## config.mk

```make
export PLATFORM = sky130hd
export DESIGN_NAME = phase_restore_flat
export DESIGN_NICKNAME = d
export VERILOG_FILES = /design/src/rtl/phase_restore_pkg.sv /design/src/rtl/phase_restore_if.sv /design/src/rtl/phase_restore_sdp_ram.sv /design/src/rtl/phase_restore.sv /design/src/flat_wrapper.sv
export SDC_FILE = /design/constraint.sdc
export NUM_CORES = 1
export LEC_CHECK = 0
export CAP_MARGIN = 20
export CORE_ASPECT_RATIO = 1.1
export CORE_UTILIZATION = 50
export CTS_CLUSTER_DIAMETER = 80
export CTS_CLUSTER_SIZE = 8
export DETAILED_ROUTE_END_ITERATION = 12
export PLACE_DENSITY = 0.66
export SYNTH_ARGS = -nofsm -noshare
export SYNTH_HDL_FRONTEND = slang
export SYNTH_SLANG_ARGS = --single-unit
export TNS_END_PERCENT = 20
```

## constraint.sdc

```tcl
create_clock -name clk -period 3.7 [get_ports clk]
set_input_delay 0.74 -clock clk [delete_from_list [all_inputs] [get_ports clk]]
set_output_delay 0.74 -clock clk [all_outputs]
set_load 0.02 [all_outputs]
```

## src/rtl/phase_restore_pkg.sv

```systemverilog
// Shared OS PFB definitions: default frame geometry, shift schedule step and read FSM states.
package phase_restore_pkg;

  localparam int FFT_LEN_DEF  = 8;
  localparam int DEC_RATE_DEF = 6;

  typedef enum logic {
    IDLE  = 1'b0,
    DRAIN = 1'b1
  } rd_state_t;

  // s_next = (s - (M - D)) mod M, written as an addition so nothing goes negative
  function automatic int unsigned next_shift(int unsigned s, int unsigned m, int unsigned d);
    return (s + m - ((m - d) % m)) % m;
  endfunction

endpackage

```

## src/rtl/phase_restore_if.sv

```systemverilog
// Sample stream bundle: compensated-order input side and natural-order output side.
interface phase_restore_if #(
  parameter int WIDTH = 16
);
  logic [WIDTH-1:0] din;
  logic             din_valid;
  logic [WIDTH-1:0] dout;
  logic             dout_valid;
  logic             dout_last;

  modport master (output din, din_valid, input dout, dout_valid, dout_last);
  modport slave  (input din, din_valid, output dout, dout_valid, dout_last);
endinterface

```

## src/rtl/phase_restore_sdp_ram.sv

```systemverilog
// Simple dual-port RAM: one write port, one registered read port with read enable.
// The read register resets to zero so downstream outputs start from a known value.
module sdp_ram #(
  parameter int DEPTH = 16,
  parameter int WIDTH = 16,
  parameter int AW    = $clog2(DEPTH)
) (
  input  logic             clk,
  input  logic             rst,
  input  logic             i_we,
  input  logic [AW-1:0]    i_waddr,
  input  logic [WIDTH-1:0] i_wdata,
  input  logic             i_re,
  input  logic [AW-1:0]    i_raddr,
  output logic [WIDTH-1:0] o_rdata
);

  logic [WIDTH-1:0] r_mem [DEPTH];
  logic [WIDTH-1:0] r_rdata;

  always_ff @(posedge clk) begin
    if (i_we) r_mem[i_waddr] <= i_wdata;
  end

  always_ff @(posedge clk) begin
    if (rst)       r_rdata <= '0;
    else if (i_re) r_rdata <= r_mem[i_raddr];
  end

  assign o_rdata = r_rdata;

endmodule

```

## src/rtl/phase_restore.sv

```systemverilog
// Undoes the OS PFB phase compensation: scatter-writes each reversed, shifted frame into a
// ping-pong RAM and drains it in natural order; output appears 2 edges after the last input.
module phase_restore
  import phase_restore_pkg::*;
#(
  parameter int FFT_LEN  = FFT_LEN_DEF,
  parameter int DEC_RATE = DEC_RATE_DEF,
  parameter int WIDTH    = 16
) (
  input logic            clk,
  input logic            rst,
  phase_restore_if.slave io
);

  localparam int LG = $clog2(FFT_LEN);
  localparam logic [LG-1:0] LAST = LG'(FFT_LEN - 1);

  logic [LG-1:0] r_n;
  logic          r_wbank;
  logic [LG-1:0] r_shift;
  logic [1:0]    r_rdy;
  rd_state_t     r_state;
  logic          r_rbank;
  logic [LG-1:0] r_raddr;
  logic          r_vld;
  logic          r_last;

  logic          w_wlast;
  logic [LG-1:0] w_woff;
  logic          w_ren;
  logic          w_pick;
  logic [1:0]    w_rdy_set;
  logic [1:0]    w_rdy_clr;
  logic [WIDTH-1:0] w_rdata;

  assign w_wlast   = io.din_valid && (r_n == LAST);
  assign w_woff    = r_shift - LG'(1) - r_n;
  assign w_ren     = (r_state == DRAIN);
  assign w_pick    = ~r_rdy[0];
  assign w_rdy_set = {w_wlast & r_wbank, w_wlast & ~r_wbank};

  // Flags clear when the drain of that bank is launched, either from IDLE or chained.
  always_comb begin
    w_rdy_clr = 2'b00;
    if (r_state == IDLE && (|r_rdy)) begin
      w_rdy_clr[w_pick] = 1'b1;
    end else if (r_state == DRAIN && r_raddr == LAST && r_rdy[~r_rbank]) begin
      w_rdy_clr[~r_rbank] = 1'b1;
    end
  end

  always_ff @(posedge clk) begin
    if (rst) begin
      r_n     <= '0;
      r_wbank <= 1'b0;
      r_shift <= '0;
      r_rdy   <= 2'b00;
      r_state <= IDLE;
      r_rbank <= 1'b0;
      r_raddr <= '0;
      r_vld   <= 1'b0;
      r_last  <= 1'b0;
    end else begin
      r_vld  <= w_ren;
      r_last <= w_ren && (r_raddr == LAST);
      r_rdy  <= (r_rdy & ~w_rdy_clr) | w_rdy_set;

      if (io.din_valid) begin
        r_n <= r_n + LG'(1);
        if (r_n == LAST) begin
          r_wbank <= ~r_wbank;
          r_shift <= LG'(next_shift(32'(r_shift), FFT_LEN, DEC_RATE));
        end
      end

      case (r_state)
        IDLE: begin
          if (|r_rdy) begin
            r_state <= DRAIN;
            r_rbank <= w_pick;
            r_raddr <= '0;
          end
        end
        DRAIN: begin
          r_raddr <= r_raddr + LG'(1);
          if (r_raddr == LAST) begin
            if (r_rdy[~r_rbank]) r_rbank <= ~r_rbank;
            else                 r_state <= IDLE;
          end
        end
        default: r_state <= IDLE;
      endcase
    end
  end

  sdp_ram #(
    .DEPTH(2 * FFT_LEN),
    .WIDTH(WIDTH)
  ) u_ram (
    .clk     (clk),
    .rst     (rst),
    .i_we    (io.din_valid),
    .i_waddr ({r_wbank, w_woff}),
    .i_wdata (io.din),
    .i_re    (w_ren),
    .i_raddr ({r_rbank, r_raddr}),
    .o_rdata (w_rdata)
  );

  assign io.dout       = w_rdata;
  assign io.dout_valid = r_vld;
  assign io.dout_last  = r_last;

endmodule

```

## src/flat_wrapper.sv

```systemverilog
// flat-port wrapper written by rule: the top's interface ports become plain ports
module phase_restore_flat import phase_restore_pkg::*;
#(
  parameter int FFT_LEN  = FFT_LEN_DEF,
  parameter int DEC_RATE = DEC_RATE_DEF,
  parameter int WIDTH    = 16
)
  (clk, rst, io_din, io_din_valid, io_dout, io_dout_valid, io_dout_last);
  phase_restore_if #(.WIDTH(WIDTH)) io_i ();
  input logic clk;
  input logic rst;
  input wire logic [$bits(io_i.din)-1:0] io_din;
  input wire logic [$bits(io_i.din_valid)-1:0] io_din_valid;
  output wire logic [$bits(io_i.dout)-1:0] io_dout;
  output wire logic [$bits(io_i.dout_valid)-1:0] io_dout_valid;
  output wire logic [$bits(io_i.dout_last)-1:0] io_dout_last;
  assign io_i.din = io_din;
  assign io_i.din_valid = io_din_valid;
  assign io_dout = io_i.dout;
  assign io_dout_valid = io_i.dout_valid;
  assign io_dout_last = io_i.dout_last;
  phase_restore #(.FFT_LEN(FFT_LEN), .DEC_RATE(DEC_RATE), .WIDTH(WIDTH)) u_core (.clk(clk), .rst(rst), .io(io_i));
endmodule
```

======== Word-level counts from Yosys, hierarchy flattened ========
Memories as Yosys holds them, arrays and structs flattened. A register that Yosys moved wholly into a read port is not among the register bits.
Cells that the tools add are included.
storage, ports and cells
  register bits ........................... 16
  bits in latches ......................... 0
  bits in writable memories ............... 256
  ROM bits ................................ 0
  input bits .............................. 19
  output and inout bits ................... 18
  logic and storage cells ................. 63
  memories kept ........................... 1
cells by class
  $add $sub $neg .......................... 6
  multiply operators ...................... 0
  div/mod/pow operators ................... 0
  magnitude comparators ................... 4
  equal/unequal tests ..................... 5
  shift-type cells ........................ 0
  muxes and demuxes ....................... 20
  bitwise logic cells ..................... 9
  reductions and logical operators ........ 9
memory list
  name                words  width  read ports  clocked after memory_dff  write ports  line                         text
  u_core.u_ram.r_mem  16     16     1           1                         1            phase_restore_sdp_ram.sv:18  logic [WIDTH-1:0] r_mem [DEPTH];
operators by type and width
  operator             count
  $mux 1               12
  $add 3x1->3 const B  3
  $eq 3x3->1 const B   2
  $logic_and 1x1->1    6
  $ne 2x2->1 const B   3
  $pmux 3 s2           1
  $lt 1x2->1 const B   2
  $mux 2               2
  $not 1->1            4
  $pmux 1 s2           2
  $mux 3               1
  $reduce_and 3->1     1
  $sub 3x1->3 const B  1
  $sub 3x2->3 const B  1
  $sub 3x3->3          1
  $and 1x1->1          2
  $and 2x2->2          1
  $demux 1 s1          2
  $ge 1x1->1 const B   2
  $not 2->2            1
  $or 2x2->2           1
  $reduce_and 2->1     1
  $reduce_or 2->1      1

======== Logic depth before layout (Yosys ltp) ========
  depth after elaboration ................. 10
  gate-level depth with buffers ........... 8
  gate-level depth less buffers ........... 6

======== Hierarchy ========
Synthesis repeated with hierarchy kept, for this count alone.
second synthesis, totals
  cell total of the unflattened synthesis .. 675
  area total of the unflattened synthesis .. 11227.0 µm²
by module, submodules not included
  module         times used  cells an instance  area each (µm²)  seq. area each (µm²)
  sdp_ram        1           606                10543.9          8007.7
  phase_restore  1           69                 683.2            300.3

======== Least setup slack after synthesis ========
OpenSTA, ideal clock, no wires.
  path kind ............................... input to register
  start ................................... input io_din_valid
  end ..................................... memory u_core.u_ram.r_mem[1][0], enable pin
  library setup time ...................... 0.388 ns
  data arrival time ....................... 2.260 ns
  data required time ...................... 3.312 ns
  slack ................................... 1.051 ns
  stages .................................. 3
  buffers on the path ..................... 1
  path through ............................ clkbuf_1 > or3b_2 > nor2_1
between the ends
  cells in the longest elaborated chain, start to end .. 2
RTL lines
  item                          line                         text
  start: declaration            flat_wrapper.sv:13           input wire logic [$bits(io_i.din_valid)-1:0] io_din_valid;
  $mux 1                        phase_restore_sdp_ram.sv:22  if (i_we) r_mem[i_waddr] <= i_wdata;
  $mux 1 (implied by the code)  phase_restore_sdp_ram.sv:22
  end: declaration              phase_restore_sdp_ram.sv:18
No other way between the ends.

======== Worst setup path in the final report ========
  start ................................... register u_core.r_n[1]
  end ..................................... memory u_core.u_ram.r_mem[15][7], enable pin
between the ends
  cells in the longest elaborated chain, start to end .. 1
RTL lines
  item                      line                 text
  start: declaration        phase_restore.sv:18  logic [LG-1:0] r_n;
  start signal: assignment  phase_restore.sv:69  r_n <= r_n + LG'(1);
  $sub 3x3->3               phase_restore.sv:37  assign w_woff = r_shift - LG'(1) - r_n;
No other way between the ends.

==> metrics.md <==
| Metric | Value |
|---|---|
| Status | `finished, final reports clean` |
| Clock share of power | `0.473` |
| CTS tree | `yes` |
| Internal power | `5.75 mW` |
| Via Count | `6000` |
| DRC viols | `0` |
| Crit path largest cell delay | `0.55 ns` |
| #FFs+latches synth | `287` |
| Top Ports | `37` |
| Clock-pin slew on the worst setup and hold paths | `0.05 ns` |
| First-pass GRT wire length | `36.6 mm` |
| Maxcap violations | `0` |
| Row cnt | `56` |
| Setup TNS | `0 ns` |
| Dominant synthesized flop cell | `edfxtp_1` |
| Worst EP required | `3.92 ns` |
| Worst hold path type | `flop to flop` |
| Total GRT Usage | `0.225` |
| Vias per Instance | `5.73` |
| Clk root buf | `clkbuf_16` |
| Antenna violations before repair | `0` |
| P&R area growth vs syn | `17.8%` |
| Tcrit/Tclk final | `0.684` |
| Clk Latency, worst-skew pair | `0.52 ns` |
| Worst clock skew | `0.0171 ns` |
| Area of the multi-input gates | `0.00266 mm^2` |
| WHS Path Cells | `2` |
| Post-route setup slack | `1.17 ns` |
| Htree depth | `2` |
| Core area | `0.0216 mm^2` |
| Worst Reg2Reg Path Length in Cells | `7` |
| Layout cells sized above 1 | `0.128` |
| Syn Nets | `679` |
| Drt wl/cell | `23.2 um` |
| Initial core utilization | `0.516` |
| Distinct cells, synth | `37` |
| Synth area leader | `edfxtp_1` |
| # setup viols final | `0` |
| WP buf/inv | `2` |
| Die W | `144 um` |
| Crit Path Class | `flop to flop` |
| Static Leak | `4.13 nW` |
| Mapped cell area | `0.0111 mm^2` |
| Hold Buf Count CTS | `0` |
| NetSw | `1.41 mW` |
| Relative slew slack | `0.242` |
| Min-delay src | `u_core.u_ram.o_rdata[8]` |
| Final Slew Violations | `0` |
| YS warnings | `0` |
| Fillers | `1617` |
| DPL Wire Length | `14.8 mm` |
| EDFF count, synth | `256` |
| Antenna cells | `0` |
| Port-buffer cells | `36` |
| RSZ-0062 raised after global routing | `false` |
| Most frequent cell after synthesis | `edfxtp_1` |
| Remaining Overflow, GRT | `0` |
| Logic pwr share | `0.023` |
| Synth area leaders | `edfxtp_1 69%, mux2i_1 8.9%, dfxtp_1 5.6%, mux4_1 2.8%, a22oi_1 2.4%` |
| DIE AREA | `0.0229 mm^2` |
| Fin. Hold Viols | `0` |
| Fmax | `0.395 GHz` |
| CTS sink cnt | `287` |
| Worst path slowest cell | `nor2_2` |
| CP Capture Type | `flop` |
| Largest net degree at the start of global routing | `57` |
| Asr flop ratio synth | `0` |
| Synth cell count leaders | `256 x edfxtp_1, 99 x mux2i_1, 38 x nand3_1` |
| Min Tclk post-route | `2.53 ns` |
| Cts repair resizes | `0` |
| Top cell type's share of synthesized area | `0.691` |
| Setup Fix Bufs, Post-CTS | `0` |
| Power Dens Cells | `546 mW/mm^2` |
| Crit-path max FO | `11` |
| Net Sw Frac | `0.196` |
| Crit path from | `u_core.r_n[1]` |
| Clock buffer count from CTS | `41` |
| Worst-Margin Slew | `1.14 ns` |
| Nets | `749` |
| R2R Path End | `u_core.u_ram.r_mem[15][7]` |
| Post-synthesis sequential area ratio | `0.747` |
| Antenna-violating nets left | `0` |
| Sequential cell area | `0.00831 mm^2` |
| Pre-CTS setup slack | `0.805 ns` |
| CP top delay family | `simple AND/OR/NAND/NOR gates` |
| Worst R2R Start | `u_core.r_n[1]` |
| Number of global-route vias before repair | `6299` |
| CP Launch Type | `flop` |
| DIE HEIGHT | `158 um` |
| Final GP Congestion | `0.795` |
| Iteration-0 DRC Markers | `450` |
| Drt total wl | `24.3 mm` |
| Sequential power share | `0.504` |
| Syn Inst Count | `655` |
| Avg Inst Size Synth | `17.0 um^2` |
| R2r setup slk | `1.17 ns` |
| Critical Path AT | `2.75 ns` |
| Crit-path cells | `inv_1 > fa_1 > xor2_1 > xnor2_1 > nand2_1 > nor2_2 > buf_4` |
| Worst Hold End | `u_core.u_ram.o_rdata[8]` |
| Router iterations before antenna repair | `5` |
| Worst VDD drop | `0.000336 V` |
| CTS max path bufs | `3` |
## registers in the layout, indices dropped and copies added, names as in the netlist
register              count
u_core.u_ram.r_mem      256
u_core.u_ram.o_rdata     16
u_core.r_n                3
u_core.r_raddr            3
u_core.r_rdy              2
u_core.r_shift            2
u_core.io.dout_last       1
u_core.io.dout_valid      1
u_core.r_rbank            1
u_core.r_state            1
u_core.r_wbank            1
## cells in the final DEF (no fill, tap or decap), drive strengths merged, types with 5 or more instances in the layout
cell type | netlist | final
a22oi | 36 | 36
nand2 | 30 | 30
edfxtp | 256 | 256
nor2 | 27 | 27
mux4 | 12 | 12
a21oi | 18 | 18
nand3b | 5 | 5
mux2i | 99 | 99
a2111oi | 8 | 8
buf | 16 | 27
nor2b | 12 | 12
mux2 | 5 | 5
dfxtp | 31 | 31
clkdlybuf4s50 | 0 | 36
nand3 | 38 | 38
inv | 5 | 5
clkbuf | 20 | 74
## worst register-to-register path, delay by kind of cell (launching register included)
kind	cells	cell delay, ns
xor+xnor	2	0.41
simple gates	2	0.77
buf+inv	2	0.33
flops	1	0.35
fa+ha+maj	1	0.39
## cell families after synthesis
group / Yosys count / synth area share
adder cells (fa/ha/maj): 5 / 0.00630
XOR/XNOR: 5 / 0.00394
AO/OA/AOI/OAI: 74 / 0.0476
buffers and inverters: 41 / 0.0180
AND/OR/NAND/NOR: 126 / 0.0547
multiplexers: 116 / 0.122
other: 1 / 0.000337
flip-flops: 287 / 0.747
## layer usage
metal,vias up,GRT usage,wire [um]
li1,2719,-,-
met1,3028,0.289,10200
met2,203,0.375,12000
met3,50,0.0427,1320
met4,0,0.0937,734
met5,-,0,0
## layout make-up
class | instances | share of cell area
clock buffer | 74 | 0.0894
clock inverter | 1 | 0.00124
inverter | 5 | 0.00143
multi-input combinational | 327 | 0.203
sequential | 287 | 0.634
tap | 290 | 0.0277
timing repair buffer | 63 | 0.0430
## power groups by stage
stage	logic, mW	registers (mW)	clock network [mW]
detailed placement	0.165	3.67	0
global route	0.176	3.61	3.59
CTS	0.166	3.61	3.45
global placement	0.159	3.67	0
finish	0.164	3.61	3.39
floorplan	0.0564	3.66	0
## worst max-delay path by stage
stage,to,depth (start not counted)
4_1_cts,u_core.u_ram.r_mem[15][8],7
3_5_place_dp,u_core.u_ram.r_mem[15][7],4
2_1_floorplan,u_core.u_ram.r_mem[1][0],3
5_1_grt,u_core.u_ram.r_mem[15][7],7
3_3_place_gp,u_core.u_ram.r_mem[13][2],4
6_report,u_core.u_ram.r_mem[15][7],7
## per-stage QoR
step / instance area (um^2) / std cells / total power, mW / util / hold WS, ns
3_3_place_gp: 11900 / 972 / 3.82 / 0.552 / 0.439
4_1_cts: 13100 / 1047 / 7.22 / 0.607 / 0.465
3_5_place_dp: 11900 / 972 / 3.83 / 0.552 / 0.453
6_report: 13100 / 1047 / 7.16 / 0.607 / 0.457
2_1_floorplan: 11100 / 655 / 3.72 / - / 0.470
5_1_grt: 13100 / 1047 / 7.37 / 0.607 / 0.475
Note: power is estimated with default switching activity, not from simulation.
